===== src/rtl/tx_pkt_arb.sv =====
// tx_pkt_arb: frame-level arbiter between the ARP reply generator and the
// UDP/IP frame builder. It grants one whole frame at a time and forwards it
// combinationally. ARP has priority, but it can win only ARP_MAX times in a
// row while UDP is waiting. A fixed idle gap follows every frame.
module tx_pkt_arb #(
    parameter int IFG_CYC = 6,
    parameter int ARP_MAX = 4
) (
    input  logic        clk,
    input  logic        rst_n,
    input  logic [15:0] arp_data,
    input  logic        arp_sop,
    input  logic        arp_eop,
    input  logic        arp_vld,
    input  logic        arp_mod,
    output logic        arp_rdy,
    input  logic [15:0] udp_data,
    input  logic        udp_sop,
    input  logic        udp_eop,
    input  logic        udp_vld,
    input  logic        udp_mod,
    output logic        udp_rdy,
    output logic [15:0] dout,
    output logic        dout_sop,
    output logic        dout_eop,
    output logic        dout_vld,
    output logic        dout_mod,
    input  logic        dout_rdy,
    output logic [1:0]  grant,
    output logic [15:0] drop_cnt
);

    typedef enum logic [1:0] {S_IDLE, S_ARP, S_UDP, S_GAP} state_t;

    // A zero gap still needs a legal counter width, even though the counter is never used.
    localparam int GW = (IFG_CYC > 0) ? $clog2(IFG_CYC + 1) : 1;
    localparam int RW = $clog2(ARP_MAX + 1);
    localparam logic [GW-1:0] GAP_LAST = (IFG_CYC > 0) ? GW'(IFG_CYC - 1) : '0;
    localparam logic [RW-1:0] RUN_MAX  = RW'(ARP_MAX);
    localparam state_t        END_ST   = (IFG_CYC > 0) ? S_GAP : S_IDLE;

    state_t          state, state_nxt;
    logic [RW-1:0]   arp_run, arp_run_nxt;
    logic [GW-1:0]   gap_cnt, gap_cnt_nxt;
    logic [1:0]      drop_inc;
    logic [16:0]     drop_sum;
    logic            arp_req, udp_req, arp_orph, udp_orph;

    assign arp_req  = arp_vld & arp_sop;
    assign udp_req  = udp_vld & udp_sop;
    assign arp_orph = arp_vld & ~arp_sop;
    assign udp_orph = udp_vld & ~udp_sop;
    assign drop_sum = {1'b0, drop_cnt} + 17'(drop_inc);

    // State, starvation counter, gap counter and saturating drop counter.
    always_ff @(posedge clk or negedge rst_n) begin
        if (!rst_n) begin
            state    <= S_IDLE;
            arp_run  <= '0;
            gap_cnt  <= '0;
            drop_cnt <= '0;
        end else begin
            state    <= state_nxt;
            arp_run  <= arp_run_nxt;
            gap_cnt  <= gap_cnt_nxt;
            drop_cnt <= drop_sum[16] ? 16'hFFFF : drop_sum[15:0];
        end
    end

    // Arbitration, orphan draining, pass-through muxing and frame-end detection.
    always_comb begin
        state_nxt   = state;
        arp_run_nxt = arp_run;
        gap_cnt_nxt = gap_cnt;
        drop_inc    = 2'd0;
        arp_rdy     = 1'b0;
        udp_rdy     = 1'b0;
        dout        = '0;
        dout_sop    = 1'b0;
        dout_eop    = 1'b0;
        dout_vld    = 1'b0;
        dout_mod    = 1'b0;
        grant       = 2'b00;
        case (state)
            S_IDLE: begin
                // Words without sop seen here belong to no frame; discard them.
                arp_rdy  = arp_orph;
                udp_rdy  = udp_orph;
                drop_inc = 2'(arp_orph) + 2'(udp_orph);
                if (arp_req && (!udp_req || arp_run < RUN_MAX)) begin
                    state_nxt = S_ARP;
                    // The run only counts wins that made UDP wait. Under that
                    // condition arp_run < RUN_MAX, so it cannot overflow.
                    arp_run_nxt = udp_req ? arp_run + RW'(1) : '0;
                end else if (udp_req) begin
                    state_nxt   = S_UDP;
                    arp_run_nxt = '0;
                end
            end
            S_ARP: begin
                grant    = 2'b01;
                dout     = arp_data;
                dout_vld = arp_vld;
                dout_sop = arp_vld & arp_sop;
                dout_eop = arp_vld & arp_eop;
                dout_mod = arp_vld & arp_eop & arp_mod;
                arp_rdy  = dout_rdy;
                if (arp_vld && dout_rdy && arp_eop) state_nxt = END_ST;
            end
            S_UDP: begin
                grant    = 2'b10;
                dout     = udp_data;
                dout_vld = udp_vld;
                dout_sop = udp_vld & udp_sop;
                dout_eop = udp_vld & udp_eop;
                dout_mod = udp_vld & udp_eop & udp_mod;
                udp_rdy  = dout_rdy;
                if (udp_vld && dout_rdy && udp_eop) state_nxt = END_ST;
            end
            S_GAP: begin
                if (gap_cnt == GAP_LAST) begin
                    state_nxt   = S_IDLE;
                    gap_cnt_nxt = '0;
                end else begin
                    gap_cnt_nxt = gap_cnt + GW'(1);
                end
            end
            default: state_nxt = S_IDLE;
        endcase
    end

endmodule

===== config.mk =====
export PLATFORM = sky130hd
export DESIGN_NAME = tx_pkt_arb
export DESIGN_NICKNAME = d
export VERILOG_FILES = /design/src/rtl/tx_pkt_arb.sv
export SDC_FILE = /design/constraint.sdc
export NUM_CORES = 1
export LEC_CHECK = 0
export CAP_MARGIN = 20
export CORE_UTILIZATION = 37
export DETAILED_ROUTE_END_ITERATION = 6
export PLACE_DENSITY = 0.78
export SYNTH_ARGS = -nofsm -noshare
export SYNTH_HDL_FRONTEND = slang
export SYNTH_SLANG_ARGS = --single-unit

===== constraint.sdc =====
create_clock -name clk -period 2.43 [get_ports clk]
set_input_delay 0.729 -clock clk [delete_from_list [all_inputs] [get_ports clk]]
set_output_delay 0.729 -clock clk [all_outputs]
set_load 0.02 [all_outputs]

# Yosys cells after proc, flatten, opt, wreduce, memory -nomap -nowiden
# Index checks and enable logic that the tools add are counted.
[totals]
word_cells = 58
inputBits = 43
regBits = 24
output_inout_bits = 40
[op_classes]
magnitude_cmp = 1
n_mux = 20
bitwise = 10
eq_ne = 8
reduce_logical = 11
addsub = 4
[ops]
columns = ["cell", "n"]
rows = [
  ["one-hot mux 16 bit (2 select lines)", 1],
  ["adder 16 x 2 -> 17 bit", 1],
  ["2-to-1 mux 16 bit", 1],
  ["2-to-1 mux 2 bit", 6],
  ["2-to-1 mux 3 bit", 4],
  ["one-hot mux 1 bit (2 select lines)", 6],
  ["AND 1 bit", 8],
  ["one-hot mux 2 bit (4 select lines)", 1],
  ["adder 3 x 1 -> 3 bit, second input constant", 2],
  ["inequality test 2 bit, second input constant", 3],
  ["logical AND 1 bit", 5],
  ["equality test 2 bit, second input constant", 2],
  ["one-hot mux 2 bit (2 select lines)", 1],
  ["AND reduction 4 bit", 1],
  ["equality test 3 bit, second input constant", 1],
  ["< comparator 3 bit, second input constant", 1],
  ["inequality test 3 bit, second input constant", 1],
  ["adder 1 x 1 -> 2 bit", 1],
  ["equality test 2 x 1 -> 1 bit, second input constant", 1],
  ["zero test 2 bit", 1],
  ["inverter 1 bit", 2],
  ["AND reduction 2 bit", 1],
  ["nonzero test 2 bit", 1],
  ["zero test 1 bit", 1],
  ["logical OR 1 bit", 1],
]

# Longest topological paths before layout
[logic_depth]
depth_word = 6
mapped_depth = 14
mapped_depth_nobuf = 10

# Worst setup path after synthesis
# OpenSTA, ideal clock, no wires.
[synth_path]
path_type = "input -> register"
from = "in udp_vld"
to = "reg drop_cnt[12]"
setup_slack_ps = -427
setup_time_ps = 123
path_stages = 13
n_path_buf = 3
arrival_time_ps = 2734
t_required_ps = 2307
path_cell_list = "buf_2 > nor2b_1 > ha_1 > and2_1 > ha_1 > inv_1 > fa_1 > and3b_1 > buf_4 > and2_4 > buf_8 > nand4_4 > mux2i_1"
[synth_via]
elab_chain_cells = 5
[synth_rtl]
columns = ["element", "line_no", "source"]
rows = [
  ["start, declared", "20", "input logic udp_vld,"],
  ["AND 1 bit", "52", "assign udp_orph = udp_vld & ~udp_sop;"],
  ["adder 1 x 1 -> 2 bit", "89", "drop_inc = 2'(arp_orph) + 2'(udp_orph);"],
  ["2-to-1 mux 2 bit", "84", "case (state)"],
  ["adder 16 x 2 -> 17 bit", "53", "assign drop_sum = {1'b0, drop_cnt} + 17'(drop_inc);"],
  ["2-to-1 mux 16 bit", "66", "drop_cnt <= drop_sum[16] ? 16'hFFFF : drop_sum[15:0];"],
  ["end signal, assigned", "66", ""],
  ["end, declared", "30", "output logic [15:0] drop_cnt"],
]
# Every way passes these cells.
# A chain may end at the register's enable or synchronous reset.

# Final worst setup path
[layout_path]
from = "in udp_vld"
to = "reg drop_cnt[6]"
# Same word-level chain as after synthesis.

==> run summary <==
The die span in y came out at just under 70 um. The setup clock skew after layout is about 1.3 ps. The core region is roughly 0.0044 mm2. The worst register-to-register path ends at drop_cnt[6]. The detailed-route via count is 1754. For this run, the detailed router's first-pass iteration total came to 4.

The final standard cell area without fillers came out at 0.00275 mm2. The buffers plus inverters on the worst setup path is 4. The element type at the critical path start is an input pin. Across the run, the number of max-cap violations was 0. The data arrival time of the critical path is 2620 ps. Sequential elements use 35.9% of the synthesized area. The starting density of the core is approximately 38%. The minimum setup slack among reg-to-reg paths is 50 ps. The number of buffers created by CTS came out at 3. The power density over the cells is slightly above 900 mW/mm2.

The clock tree from TritonCTS is built. The leakage power of the design is 1.33 nW. The maximum level of the CTS H-tree came out at 1. The count of synthesis-stage warnings from yosys is 0. Clock tree synthesis found a total of 24 sinks. The count of pins over their slew limit was 0. At the later pin of the worst-skew pair, clock insertion delay measures between 200 and 300 ps. The die boundary width is 69.3 um. The mean post-synth cell area came out at 9.05 um2. The number of nets still failing antenna checks after routing is 0. In this run the worst setup path begins at udp_vld. The synthesized netlist devotes a little over a quarter of its cell area to simple gates. The flow ran to the end, but the final reports show violations. The most frequent cell on the critical path is buf_4. In this run the most critical hold path is launched from arp_run[1]. CTS placed an instance of clkbuf_8 at the clock tree root.

The post-synthesis xor/xnor area fraction is 5.75%. STA classifies the critical path endpoint as a register. The clock-pin slew on the worst setup and hold paths is 80 ps. Summing every instance area after synthesis gives 0.00167 mm2. The kind of cell adding the most delay to the critical path is adder cells.

After technology mapping, the gate count stands at 185. In this run the critical register-to-register path is launched from state[1]. The critical path data required time is about 2600 ps. The share of layout cells above drive strength 1 is 28.6%. The total of hold buffers inserted after clock tree synthesis is 0.

For hold timing, the worst endpoint is arp_run[1]. The post-placement cell area is 0.00267 mm2. The relative max-transition margin came out at 68.6%. The final wirelength came out at about 4700 um. The detailed-route DRC error count came out at 0.

The kind of critical path is input pin to register. The count of input and output buffers is 82. The critical path goes through buf_6 -> nor2b_4 -> ha_1 -> and2_1 -> ha_2 -> inv_2 -> fa_2 -> and3b_2 -> and2_4 -> buf_4 -> buf_4 -> o21ai_2. Summed over all nets, the half-perimeter wirelength after detailed placement is approximately 3400 um. The routability-driven placement congestion ratio is ~0.76. The path class of the tightest hold or removal check is register to register. The clock tree buffer depth came out at 2. The antenna cell count is 0. The die covers 0.00480 mm2.

Setup repair after global routing could not meet its margin everywhere. The first-pass GRT wire length is 7790 um. In the global route stage, overall resource usage came out at between 10% and 20%.

The area share of fa/ha/maj cells after synthesis is approximately 7.9%. Setup violations remaining at the end of the flow were counted as 2. Counting flops and latches in the post-synthesis netlist gives 24. After synthesis, the largest family of logic cells by area is simple AND/OR/NAND/NOR gates.

The total number of nets in the final design came out at around 340. Dividing the final minimum period by the clock period gives 101%. The synthesized-area fraction occupied by ao, oa, aoi and oai cells is 14.6%.

The shortest clock period the worst path allows after layout came out at 2460 ps. Counting cells, the worst reg-to-reg path comes to 12. In this run, the number of DRC markers left after iteration 0 of detailed routing was between 50 and 60. The cell count after placement came out at 327. The completed layout was analyzed and its total power is between 2 and 3 mW. When the netlist entered floorplanning its net count stood at 238. The biggest area contributor in the post-synthesis netlist is dfrtp_1.

Row generation in the floorplan step produced 24 rows. The maximum number of pins on one net before global-route repair came out at 25. The layout overhead on the synthesized area came out at 64.4%. The setup slack after layout came out at -28.4 ps.

The final hold violation count is 0. The number of global-route vias before repair is 1681. The final hold slack is just over 500 ps.

The worst ir drop on vdd came out at 0.000588 V. The average via count per standard cell is 5.17. On the critical path, the stage with the largest delay is an instance of fa_2. The number of antenna violations at the first check in global routing came out at 0. The count of pins on the block boundary is 83. The fraction of synthesized cell area taken by the top area cell type came out at a little over a third.

The number of different library cells in the post-synthesis netlist is 41. In the final routed layout, each cell accounts on average for 13.8 um. The dominant register cell in the synthesized netlist is dfrtp_1. The maximum single-stage delay on the critical path came out at around 330 ps. The final reports fail on negative setup slack. Excluding fillers, the count of instances in the completed layout stands at 339. In the post-synthesis netlist, the biggest area contributors are dfrtp_1, a22oi_1, ha_1. Along the worst hold path, the cell count comes to 1. The top fanout value on the critical path is 6.

The maximum operating frequency came out at 407 MHz. In the synthesized netlist, mux cells make up 3.14% of the area. The number of flops mapped to enable cells by yosys is 0. The overflow left after global routing is 0. Counting flops with an async set or reset pin after synthesis yields a share of 100%.

The transition time at the pin with the least slew margin came out at 469 ps.
cells by family (layout without fill, tap and decap cells):
logic type	Yosys count	after routing
multiplexers	5	5
flip-flops	24	24
buffers and inverters	19	120
XOR/XNOR	11	11
AND/OR/NAND/NOR	81	82
AO/OA/AOI/OAI	35	35
adder cells (fa/ha/maj)	10	10
worst max path at each step:
| stage | to | depth (start not counted) | slack (ps) |
|---|---|---|---|
| CTS | drop_cnt[14] | 11 | -30 |
| global route | drop_cnt[8] | 13 | -100 |
| global placement | drop_cnt[6] | 11 | -600 |
| detailed placement | drop_cnt[6] | 11 | -680 |
| floorplan | drop_cnt[12] | 13 | -330 |
| finish | drop_cnt[6] | 12 | -30 |
state kept, by name, indices dropped and copies added (netlist names):
signal and cells:
drop_cnt 16, state 2, gap_cnt 3, arp_run 3
report_power, final:
| group | switching [mW] | internal (mW) |
|---|---|---|
| clock | 0.126 | 0.220 |
| sequential | 0.0870 | 0.489 |
| combinational | 0.872 | 0.718 |
| total | 1.08 | 1.43 |
layer usage:
metal / routed length [um] / global-route usage, %
met5: 0 / 0
met4: 69 / 5.44
met3: 359 / 3.92
met2: 2200 / 32.7
met1: 2040 / 26.0
cells in the mapped netlist, types with 3 or more instances:
library cell,number
a21oi_1,4
a22o_1,4
a22oi_1,18
clkbuf_1,4
dfrtp_1,24
ha_1,9
inv_1,8
mux2i_1,3
nand2_1,22
nand3_1,12
nand4_1,4
nor2_1,21
nor2b_1,4
o21ai_0,5
xnor2_1,7
xor2_1,4
worst register-to-register path, delay by kind of cell, from the launching register on:
| kind | cells | cell delay (ps) |
|---|---|---|
| AO/OA/AOI/OAI | 1 | 50 |
| AND/OR/NAND/NOR | 3 | 590 |
| buffers and inverters | 5 | 500 |
| adder cells (fa/ha/maj) | 3 | 720 |
| flip-flops | 1 | 420 |
final cells by class:
| cell class | instances | area (um2) |
|---|---|---|
| Inverter | 8 | 30.0 |
| Timing Repair Buffer | 108 | 936 |
| Clock buffer | 3 | 41.3 |
| Multi-Input combinational cell | 143 | 1050 |
| Fill cell | 390 | 1600 |
| Sequential cell | 24 | 601 |
| Tap cell | 52 | 65.1 |
| Clock inverter | 1 | 30.0 |
repair_timing:
item | CTS | global route
setup endpoints to repair | 40 | 38
pin swaps | 4 | 6
cloned | 1 | 0
setup buffers | 3 | 4
resized for setup | 81 | 35
per-stage QoR:
step,utilization [%],setup TNS [ps],setup slack (ps)
2_1_floorplan,-,-4620,-334
3_3_place_gp,61.3,-16020,-600
3_5_place_dp,61.3,-16940,-679
4_1_cts,63.6,-86.7,-30.5
5_1_grt,63.2,-631,-95.8
6_report,63.2,-50.8,-28.4
cell usage in the layout, fill, tap and decap left out, types with 6 or more instances in the layout:
cell             netlist  routed
nand3_1               12      10
inv_1                  8       6
buf_2                  2      13
nor2_1                21      21
nand2_1               22      22
dfrtp_1               24      24
clkdlybuf4s50_1        0      53
buf_4                  1      25
a22oi_1               18      16
clkbuf_2               0       7
ha_1                   9       7
xnor2_1                7       7
Power figures use the tool's default switching activity.
